$ cat config.mk
export PLATFORM = sky130hd
export DESIGN_NAME = ov7670_pwr_seq
export DESIGN_NICKNAME = d
export VERILOG_FILES = /design/src/rtl/ov7670_pwr_seq.sv
export SDC_FILE = /design/constraint.sdc
export NUM_CORES = 1
export LEC_CHECK = 0
export ABC_AREA = 1
export CORE_UTILIZATION = 40
export DETAILED_ROUTE_END_ITERATION = 8
export PLACE_DENSITY = 0.56
export SLEW_MARGIN = 20
export SYNTH_ARGS = -nofsm -noshare
export SYNTH_HDL_FRONTEND = slang
export SYNTH_SLANG_ARGS = --single-unit
export TNS_END_PERCENT = 50
$ cat constraint.sdc
create_clock -name i_clk -period 3 [get_ports i_clk]
set_input_delay 0.9 -clock i_clk [delete_from_list [all_inputs] [get_ports i_clk]]
set_output_delay 0.9 -clock i_clk [all_outputs]
set_load 0.005 [all_outputs]
$ cat src/rtl/ov7670_pwr_seq.sv
// ov7670_pwr_seq: OV7670 power-up sequencer with SCCB configuration retry and fault latch.
//   i_clk        system clock
//   i_rstn       asynchronous active-low reset
//   i_rst_done   power-on reset generator done (level), starts the one-shot sequence
//   i_cfg_done   SCCB engine success pulse
//   i_cfg_err    SCCB engine NACK/abort pulse
//   o_cam_pwdn   camera PWDN pin (1 = powered down)
//   o_cam_resetn camera RESET# pin (0 = in reset)
//   o_cfg_start  one-cycle start pulse to the SCCB engine, one per attempt
//   o_cam_ready  camera configured (level)
//   o_fault      every configuration attempt failed (level)
//   o_retry_cnt  configuration attempts started
module ov7670_pwr_seq #(
    parameter int unsigned PWDN_CYCLES   = 50000,
    parameter int unsigned RST_CYCLES    = 50000,
    parameter int unsigned SETTLE_CYCLES = 50000,
    parameter int unsigned CFG_TIMEOUT   = 5000000,
    parameter int unsigned MAX_RETRY     = 3,
    parameter int unsigned CNT_W         = 32
) (
    input  logic       i_clk,
    input  logic       i_rstn,
    input  logic       i_rst_done,
    input  logic       i_cfg_done,
    input  logic       i_cfg_err,
    output logic       o_cam_pwdn,
    output logic       o_cam_resetn,
    output logic       o_cfg_start,
    output logic       o_cam_ready,
    output logic       o_fault,
    output logic [3:0] o_retry_cnt
);
    typedef enum logic [3:0] {
        IDLE, PWDN_HOLD, RST_HOLD, SETTLE, CFG_KICK, CFG_WAIT, RETRY_CHK, READY, FAULT
    } state_t;

    localparam int unsigned MAX_AB  = PWDN_CYCLES > RST_CYCLES ? PWDN_CYCLES : RST_CYCLES;
    localparam int unsigned MAX_ABC = MAX_AB > SETTLE_CYCLES ? MAX_AB : SETTLE_CYCLES;
    localparam int unsigned MAX_CYC = MAX_ABC > CFG_TIMEOUT ? MAX_ABC : CFG_TIMEOUT;

    state_t           state, state_nxt;
    logic [CNT_W-1:0] cnt, cnt_nxt;
    logic [3:0]       retry_nxt;
    logic             cnt_zero, pwdn_nxt, resetn_nxt;

    assign cnt_zero = cnt == '0;

    // Every timed state loads N-1 on entry and leaves when the shared counter reads 0.
    always_comb begin
        state_nxt = state;
        cnt_nxt   = cnt_zero ? cnt : cnt - 1'b1;
        case (state)
            IDLE:
                if (i_rst_done) begin
                    state_nxt = PWDN_HOLD;
                    cnt_nxt   = CNT_W'(PWDN_CYCLES - 1);
                end
            PWDN_HOLD:
                if (cnt_zero) begin
                    state_nxt = RST_HOLD;
                    cnt_nxt   = CNT_W'(RST_CYCLES - 1);
                end
            RST_HOLD:
                if (cnt_zero) begin
                    state_nxt = SETTLE;
                    cnt_nxt   = CNT_W'(SETTLE_CYCLES - 1);
                end
            SETTLE:
                if (cnt_zero) state_nxt = CFG_KICK;
            CFG_KICK: begin
                state_nxt = CFG_WAIT;
                cnt_nxt   = CNT_W'(CFG_TIMEOUT - 1);
            end
            CFG_WAIT:
                if (i_cfg_done) state_nxt = READY;
                else if (i_cfg_err || cnt_zero) state_nxt = RETRY_CHK;
            RETRY_CHK:
                if (o_retry_cnt < 4'(MAX_RETRY)) begin
                    state_nxt = RST_HOLD;
                    cnt_nxt   = CNT_W'(RST_CYCLES - 1);
                end else begin
                    state_nxt = FAULT;
                end
            default: state_nxt = state;
        endcase
        retry_nxt  = o_retry_cnt + 4'(state_nxt == CFG_KICK);
        pwdn_nxt   = state_nxt inside {IDLE, PWDN_HOLD, FAULT};
        resetn_nxt = !(state_nxt inside {IDLE, PWDN_HOLD, RST_HOLD, FAULT});
    end

    // Outputs are registered from the next state so pins move on the same edge as the state.
    always_ff @(posedge i_clk or negedge i_rstn) begin
        if (!i_rstn) begin
            state        <= IDLE;
            cnt          <= '0;
            o_retry_cnt  <= '0;
            o_cam_pwdn   <= 1'b1;
            o_cam_resetn <= 1'b0;
            o_cfg_start  <= 1'b0;
            o_cam_ready  <= 1'b0;
            o_fault      <= 1'b0;
        end else begin
            state        <= state_nxt;
            cnt          <= cnt_nxt;
            o_retry_cnt  <= retry_nxt;
            o_cam_pwdn   <= pwdn_nxt;
            o_cam_resetn <= resetn_nxt;
            o_cfg_start  <= state_nxt == CFG_KICK;
            o_cam_ready  <= state_nxt == READY;
            o_fault      <= state_nxt == FAULT;
        end
    end

    always_ff @(posedge i_clk) begin
        assert (PWDN_CYCLES != 0 && RST_CYCLES != 0 && SETTLE_CYCLES != 0 && CFG_TIMEOUT != 0)
            else $error("ov7670_pwr_seq: cycle parameters must be non-zero");
        assert (MAX_RETRY >= 1 && MAX_RETRY <= 15)
            else $error("ov7670_pwr_seq: MAX_RETRY must be 1..15");
        assert (((64'(MAX_CYC) - 64'd1) >> CNT_W) == 64'd0)
            else $error("ov7670_pwr_seq: CNT_W too narrow for cycle parameters");
        assert (!(o_cam_ready && o_fault))
            else $error("ov7670_pwr_seq: ready and fault both high");
    end
endmodule

==> results of run 1 <==
[cell type report]
class                           instances  area (sq um)  share of cell area (%)
Clock buffer                            6          72.6                    2.45
Sequential cell                        45          1130                    38.1
Multi-Input combinational cell        248          1340                    45.1
Inverter                               46           173                    5.83
Clock inverter                          2          10.0                   0.338
Tap cell                               77          96.3                    3.25
Timing Repair Buffer                   16           148                    4.99
[metal layers]
metal	up-vias	track usage, %	part of all wire, %	wire length, um
li1	1118	-	-	-
met1	956	23.0	50	2690
met2	21	29.7	47	2530
met3	6	3.26	2.3	124
met4	0	4.16	0.96	52
met5	-	0	0	0
[kinds of logic (layout without fill, tap and decap cells)]
| logic type | after synthesis | after routing | share of synthesized area [%] |
|---|---|---|---|
| buffers and inverters | 49 | 70 | 7.43 |
| adders and majority gates | 4 | 4 | 1.88 |
| xor gates and xnor gates | 22 | 22 | 7.24 |
| AOI/OAI and AO/OA | 31 | 31 | 7.29 |
| DFF | 45 | 45 | 42.4 |
| and+or+nand+nor | 191 | 191 | 33.8 |
[worst reg2reg max path: cells and delay by family (launching register included)]
kind                       cells  cell delay, ns
buffers and inverters          2            0.17
adders and majority gates      3            0.56
and+or+nand+nor                5            0.84
DFF                            1            0.41
xor gates and xnor gates       1            0.14
[worst max path at each step]
| stage | end | slack (ns) | cells past startpoint |
|---|---|---|---|
| floorplan | o_retry_cnt[2] | 1.09 | 12 |
| global placement | cnt[22] | 0.58 | 7 |
| detailed placement | cnt[22] | 0.57 | 7 |
| CTS | o_retry_cnt[2] | 0.79 | 11 |
| global route | o_retry_cnt[2] | 0.58 | 11 |
| finish | o_cam_pwdn | 0.81 | 1 |
[report_power, final]
| group | total, mW | switching (mW) | internal, mW |
|---|---|---|---|
| combinational | 0.0207 | 0.0142 | 0.00643 |
| sequential | 0.606 | 0 | 0.606 |
| clock | 0.368 | 0.206 | 0.162 |
| total | 0.995 | 0.220 | 0.774 |
[cells in the mapped netlist (2+ instances only)]
cell	number	area, sq um
a21oi_1	6	30.0
a21oi_4	2	32.5
buf_2	2	10.0
dfrtp_1	44	1100
ha_1	4	50.1
inv_1	45	169
nand2_1	63	236
nand2_2	2	12.5
nand2_4	4	45.0
nand3_1	20	100
nand3_2	2	20.0
nand4_1	4	25.0
nor2_1	70	263
nor2_2	8	50.1
nor2_4	3	33.8
nor3_1	8	40.0
o211ai_1	5	37.5
o21ai_0	16	80.1
xnor2_1	7	61.3
xor2_1	15	131
[metrics by stage]
stage,hold WS [ns],utilization [%],instance area (sq um),cells,power (mW)
floorplan,0.474,-,2660,342,0.620
CTS,0.512,46.4,2960,440,1.01
global placement,0.490,45.1,2880,432,0.640
global route,0.552,46.4,2960,440,1.03
finish,0.504,46.4,2960,440,0.995
detailed placement,0.495,45.1,2880,432,0.640
[flip-flops by register name, summed over array words and instances, names as in the netlist]
name          flops
o_cam_resetn      1
o_retry_cnt       4
o_cfg_start       1
cnt              32
state             4
o_cam_ready       1
o_cam_pwdn        1
o_fault           1
==> results.toml, run 1 <==
[logic_synthesis]
synthDistinctLibCells = 32
synthArstFlopShare_pct = 100
ys_warn_count = 0
avgSynthCellArea_sq_um = 7.78
ys.flop_type = "dfrtp_1"
ys_seq_area_share_pct = 42.4
synth_area_sq_um = 2660
syn_inst = 342
syn_nets = 351
synth-edff-count = 0
ys_ff_latch = 45

[setup_path]
worstPathMaxFanout = 1
r2r_cells = 11
startpoint = "o_cam_pwdn"
max_stage_delay_ns = 0.52
cp_top_family = "flip-flops"
r2r_setup_slack_ns = 0.82
cp.required_ns = 2.10
cp_data_arrival_time_ns = 1.29
r2r-start = "cnt[0]"
cp_num_buf_inv = 1
crit_slowest_cell = "dfstp_2"
r2r-end = "o_retry_cnt[2]"
worstSetupPathType = "reg2out"
crit_path_start_kind = "flip-flop"
endpoint_kind = "output pin"
cp_cell_sequence = "clkdlybuf4s50_1"

[min_path]
hp-start = "o_retry_cnt[3]"
whs_endpoint = "o_retry_cnt[3]"
hold_path_depth = 1
hp-class = "reg2reg"

[route]
wire_per_inst_um = 12.3
drc = 0
dr.first_iter.drc_count = 154
wirelength_mm = 5.40
routed-via-count = 2101
postRouteAntennaNets = 0
via_per_inst = 4.78
dr.pass1.iters = 4

[placed_design]
dp_worst_setup_slack_ns = 0.573
dp_hpwl_mm = 4.11
place_congestion = 0.851
io_buffers = 13

[floorplanning]
initial_core_util_pct = 41.7
io_pins = 14
die_w_um = 83.6
fp.dieH_um = 83.6
coreArea_sq_um = 6390
die_area_sq_um = 6980
rows = 29

[final_layout]
drive_gt1_share_pct = 10.7
area_growth_pct = 11.3
n_antenna_cell = 0
final_cell_mix = "nor2_1, nand2_1, inv_1"
nFillCells = 662
final_common_cell = "nor2_1"
layout.nets = 371

[clocking]
cts_buffers = 5
clock_sinks = 45
htreeDepth = 2
clock_latency_ns = 0.30
ctsResizeCount = 0
clockRootBuffer = "clkbuf_8"
cts_tree = "done"
clk_path_buf_depth = 2
clk_pin_slew_ns = 0.09
cts_setup_buffers = 0
holdBufCountCts = 0

[global_route]
grt_max_degree = 29
grt_pass1_vias = 2146
gr-total-overflow = 0
grt_pass1_wl_mm = 9.83
grt_use_total_pct = 17.4
antenna_found_initial = 0

[timing]
setup_tns_ns = 0
setup_viol = 0
fmax_ghz = 0.457
period_share_pct = 72.9
period_minus_slack_ns = 2.19
hold_viol = 0
rsz0062_at_grt = "no"
setup_slack_ns = 0.813
slew_violations = 0
tightestPinTransition_ns = 0.666
maxSlewHeadroom_pct = 55.6
fin_worst_skew_ns = 0.0115

[run]
cap_violations = 0

[power_and_ir_drop]
powerDensity_nw_per_um2 = 336
ir_worst_vdd_mv = 0.170
leakagePower_nw = 1.52

[outcome]
status = "finished, final reports clean"
No activity file was read; power rests on OpenSTA's default activity.
==> run 2, diff against run 1 <==
clock period = 2.1 ns   (was 3 ns; I/O delays follow)
==> run 2 against run 1 <==
Utilization is 2.5 points higher. Sequential power is 43% higher. Clock skew is 0.0019 ns lower. First-iteration DRC count is 27% lower. Total power is 59% higher. Highest routed layer unchanged.
==> results.toml, run 2 (synthesized netlist as in run 1, its figures left out) <==
[final_layout]
final_common_cell = "nor2_1"
area_growth_pct = 17.3
final_cell_mix = "nor2_1, nand2_1, inv_1"
finalNonFillerCells = 450
register_area_sq_um = 1130
drive_gt1_share_pct = 13.9
n_antenna_cell = 0
layout.nets = 381
final_core_util_pct = 48.8
largest_reg_flops = 32
nFillCells = 621
top_register = "cnt"
reg_top3 = "cnt x32, o_retry_cnt x4, state x4"
multi_input_area_sq_um = 1350

[route]
wl_met2_mm = 2.65
routed.top_layer = "met4"
wire_per_inst_um = 12.5
dr.first_iter.drc_count = 112
wl_met1_mm = 2.67
drc = 0
wl_met3_um = 231
dr.pass1.iters = 6
postRouteAntennaNets = 0
via_per_inst = 4.90
wirelength_mm = 5.62
routed-via-count = 2205

[timing]
maxSlewHeadroom_pct = 71.4
setup_viol = 0
slew_violations = 0
hold_viol = 0
period_minus_slack_ns = 1.95
tightestPinTransition_ns = 0.426
fmax_ghz = 0.513
period_share_pct = 92.9
fin_worst_skew_ns = 0.00959

[placed_design]
io_buffers = 13
dp.cells = 438
dp_hpwl_mm = 4.20
place_congestion = 0.783

[outcome]
status = "finished, final reports clean"

[floorplanning]
die_w_um = 83.6
initial_core_util_pct = 41.7
fp.dieH_um = 83.6
io_pins = 14
die_area_sq_um = 6980
coreArea_sq_um = 6390
rows = 29

[clocking]
holdBufCountCts = 0
htreeDepth = 2
clock_latency_ns = 0.30
clock_sinks = 45
clockRootBuffer = "clkbuf_8"
cts_tree = "done"
cts_buffers = 5
clk_path_buf_depth = 2
clk_pin_slew_ns = 0.09

[setup_path]
cp.required_ns = 2.32
r2r-start = "cnt[0]"
r2r-end = "o_retry_cnt[2]"
worstPathMaxFanout = 5
r2r_setup_slack_ns = 0.15
worstSetupPathType = "reg2reg"
startpoint = "cnt[0]"
cp_data_arrival_time_ns = 2.17
endpoint_kind = "flip-flop"
r2r_cells = 11
crit_path_start_kind = "flip-flop"
worstSetupEndpoint = "o_retry_cnt[2]"

[min_path]
hp-class = "in2async"

[global_route]
grt_pass1_wl_mm = 9.89
grt_use_total_pct = 17.7
antenna_found_initial = 0
gr-total-overflow = 0
grt_max_degree = 46
grt_pass1_vias = 2144

[power_and_ir_drop]
leakagePower_nw = 1.59
powerDensity_nw_per_um2 = 506
ir_worst_vdd_mv = 0.306

[run]
cap_violations = 0
run 2: changes by cell type in the layout (fill, tap and decap cells not counted), sizes merged:
| cell | before | now |
|---|---|---|
| bufinv | 0 | 1 |
| clkbuf | 6 | 7 |
| buf | 4 | 13 |
| nor2 | 82 | 83 |
| clkinv | 2 | 0 |
run 2: worst min path at each step:
stage                              start             end  slack [ns]
after floorplan                   i_rstn          cnt[0]        0.33
after global placement    o_retry_cnt[3]  o_retry_cnt[3]        0.49
after detailed placement         cnt[13]         cnt[13]        0.50
after CTS                         i_rstn         cnt[18]        0.30
after global routing              i_rstn         cnt[18]        0.33
final                             i_rstn         cnt[20]        0.30
run 2: per-layer routing:
layer,global-route usage (%),vias to the layer above
li1,-,1130
met1,23.3,1027
met2,29.6,41
met3,3.76,7
met4,4.62,0
met5,0,-
run 2: timing repair:
item / CTS / global route
endpoints found under the hold margin: 0 / 0
endpoints found under the setup margin: 0 / 19
setup buffers: 0 / 3
resized for setup: 0 / 5
run 2: cell type report:
cell class	instances	area share, %
tap	77	3.09
timing repair buffer	25	8.10
clock inverter	1	0.963
clock buffer	7	2.77
inverter	46	5.54
multi-input combinational	249	43.4
sequential	45	36.1
run 2: critical path, stage by stage (launching register included):
cell,delay [ns]
dfrtp_1,0.40
inv_1,0.08
ha_2,0.20
nand2_2,0.09
nor2_4,0.18
nand2_4,0.12
nor2_8,0.15
nand2_1,0.09
inv_1,0.08
ha_1,0.17
ha_1,0.16
xor2_1,0.15
run 2: metrics by stage:
step	setup WS [ns]	total power, mW	TNS (ns)	instance area [sq um]	hold slack [ns]
2_1_floorplan	0.191	0.886	0	2660	0.334
3_3_place_gp	0.0911	0.916	0	2950	0.493
3_5_place_dp	0.0345	0.916	0	2950	0.504
4_1_cts	0.0187	1.60	0	3070	0.302
5_1_grt	-0.00789	1.63	-0.0104	3120	0.326
6_report	0.150	1.58	0	3120	0.302
run 2: power breakdown:
group	internal [mW]	switching, mW
Combinational	0.0107	0.0201
Sequential	0.866	0
Clock	0.388	0.294
Total	1.26	0.314
==> run 3, diff against run 2 <==
==> constraint.sdc (replaced) <==
create_clock -name i_clk -period 2.1 [get_ports i_clk]
set_input_delay 0.525 -clock i_clk [delete_from_list [all_inputs] [get_ports i_clk]]
set_output_delay 0.525 -clock i_clk [all_outputs]
set_load 0.005 [all_outputs]
==> run 3 against run 2 <==
Global-route usage about the same. Clock skew up 0.0078 ns. Flip-flop and latch count did not move. Sequential power about the same. First-iteration DRC count grew 39%. Total power increased by 6.3%. Cell area fell by 1.1%. Register-to-register slack better by 0.05 ns. Non-clock buffer count shrank 4. Clock-buffer cell count shrank 2. Largest cell class unchanged. Largest power group unchanged.
==> results.toml, run 3 (synthesized netlist as in run 1, its figures left out) <==
[setup_path]
worstSetupPathType = "reg2reg"
cp_data_arrival_time_ns = 2.14
worstSetupEndpoint = "o_retry_cnt[2]"
crit_path_start_kind = "flip-flop"
r2r-end = "o_retry_cnt[2]"
cp.required_ns = 2.33
r2r_setup_slack_ns = 0.20
endpoint_kind = "flip-flop"
r2r_cells = 10
worstPathMaxFanout = 7
r2r-start = "cnt[18]"
startpoint = "cnt[18]"

[timing]
hold_viol = 0
setup_tns_ns = 0
maxSlewHeadroom_pct = 67.3
slew_violations = 0
period_minus_slack_ns = 1.90
rsz0062_at_grt = "no"
fmax_ghz = 0.525
fin_worst_skew_ns = 0.0174
period_share_pct = 90.7
setup_viol = 0
setup_slack_ns = 0.195
tightestPinTransition_ns = 0.490

[route]
drc = 0
dr.pass1.iters = 4
routed-via-count = 2148
postRouteAntennaNets = 0
via_per_inst = 4.82
wirelength_mm = 5.47
dr.first_iter.drc_count = 156
wire_per_inst_um = 12.3

[power_and_ir_drop]
leakagePower_nw = 1.58
power_mw = 1.68
ir_worst_vdd_mv = 0.282
powerDensity_nw_per_um2 = 544

[clocking]
clock_sinks = 45
cts_tree = "done"
cts_buffers = 5
clk_pin_slew_ns = 0.10
clockRootBuffer = "clkbuf_8"
clk_path_buf_depth = 2
holdBufCountCts = 0
htreeDepth = 2
clock_latency_ns = 0.31

[final_layout]
final_cell_mix = "nor2_1, nand2_1, inv_1"
reg_top3 = "cnt x32, o_retry_cnt x4, state x4"
multi_input_area_sq_um = 1360
final_common_cell = "nor2_1"
drive_gt1_share_pct = 13.3
nFillCells = 649
largest_reg_flops = 32
area_growth_pct = 15.9
layout.nets = 377
n_antenna_cell = 0
finalNonFillerCells = 446
top_register = "cnt"
register_area_sq_um = 1130

[global_route]
grt_max_degree = 26
grt_pass1_vias = 2192
grt_use_total_pct = 17.7
grt_pass1_wl_mm = 9.94
antenna_found_initial = 0
gr-total-overflow = 0

[floorplanning]
io_pins = 14
coreArea_sq_um = 6390
die_area_sq_um = 6980
die_w_um = 83.6
initial_core_util_pct = 41.7
fp.dieH_um = 83.6
rows = 29

[min_path]
hp-class = "in2async"

[placed_design]
dp.cells = 437
dp_worst_setup_slack_ns = 0.108
place_congestion = 0.776
io_buffers = 13
dp_hpwl_mm = 4.17

[outcome]
status = "finished, final reports clean"

[run]
cap_violations = 0
[run 3: worst min path at each step]
stage | start | slack (ns) | cells past startpoint | to
final | i_rstn | 0.18 | 1 | cnt[5]
after global routing | i_rstn | 0.22 | 1 | o_fault
after CTS | i_rstn | 0.20 | 1 | cnt[4]
after detailed placement | o_retry_cnt[3] | 0.50 | 1 | o_retry_cnt[3]
after global placement | o_retry_cnt[3] | 0.50 | 1 | o_retry_cnt[3]
after floorplan | i_rstn | 0.23 | 0 | cnt[0]
[run 3: repair_timing]
action	4_1_cts	5_1_grt
resized for setup	0	4
buffers inserted	0	0
setup endpoints to repair	0	10
[run 3: worst max-delay path, stage by stage, from the launching register on]
cell and delay, ns:
dfrtp_1 0.44, nor2_1 0.13, nand2_1 0.14, nor2_2 0.18
nand2_4 0.10, nor2_8 0.20, nand2_1 0.09, inv_1 0.08
ha_1 0.17, ha_1 0.16, xor2_1 0.14
[run 3: power breakdown]
part	internal [mW]	total [mW]	switching, mW
Combinational	0.0105	0.0310	0.0205
Sequential	0.866	0.866	0
Clock	0.473	0.781	0.308
[run 3: routing by layer]
metal / vias up / part of all wire [%] / global-route usage (%) / wire, um
met3: 7 / 2.7 / 3.86 / 150
li1: 1128 / - / - / -
met1: 989 / 49 / 22.9 / 2670
met2: 24 / 47 / 29.9 / 2580
met4: 0 / 1.3 / 5.08 / 71
met5: - / 0 / 0 / 0
[run 3: area by class of cell]
class / instances / area share [%]
multi-input combinational: 249 / 44.0
sequential: 45 / 36.6
timing repair buffer: 21 / 6.41
inverter: 46 / 5.60
tap: 77 / 3.12
clock buffer: 5 / 2.23
clock inverter: 3 / 2.11
[run 3: per-stage QoR]
step	hold slack (ns)	utilization [%]	area (sq um)
2_1_floorplan	0.229	-	2660
5_1_grt	0.216	48.3	3080
4_1_cts	0.197	48.0	3060
3_5_place_dp	0.498	45.9	2930
3_3_place_gp	0.499	45.9	2930
6_report	0.176	48.3	3080
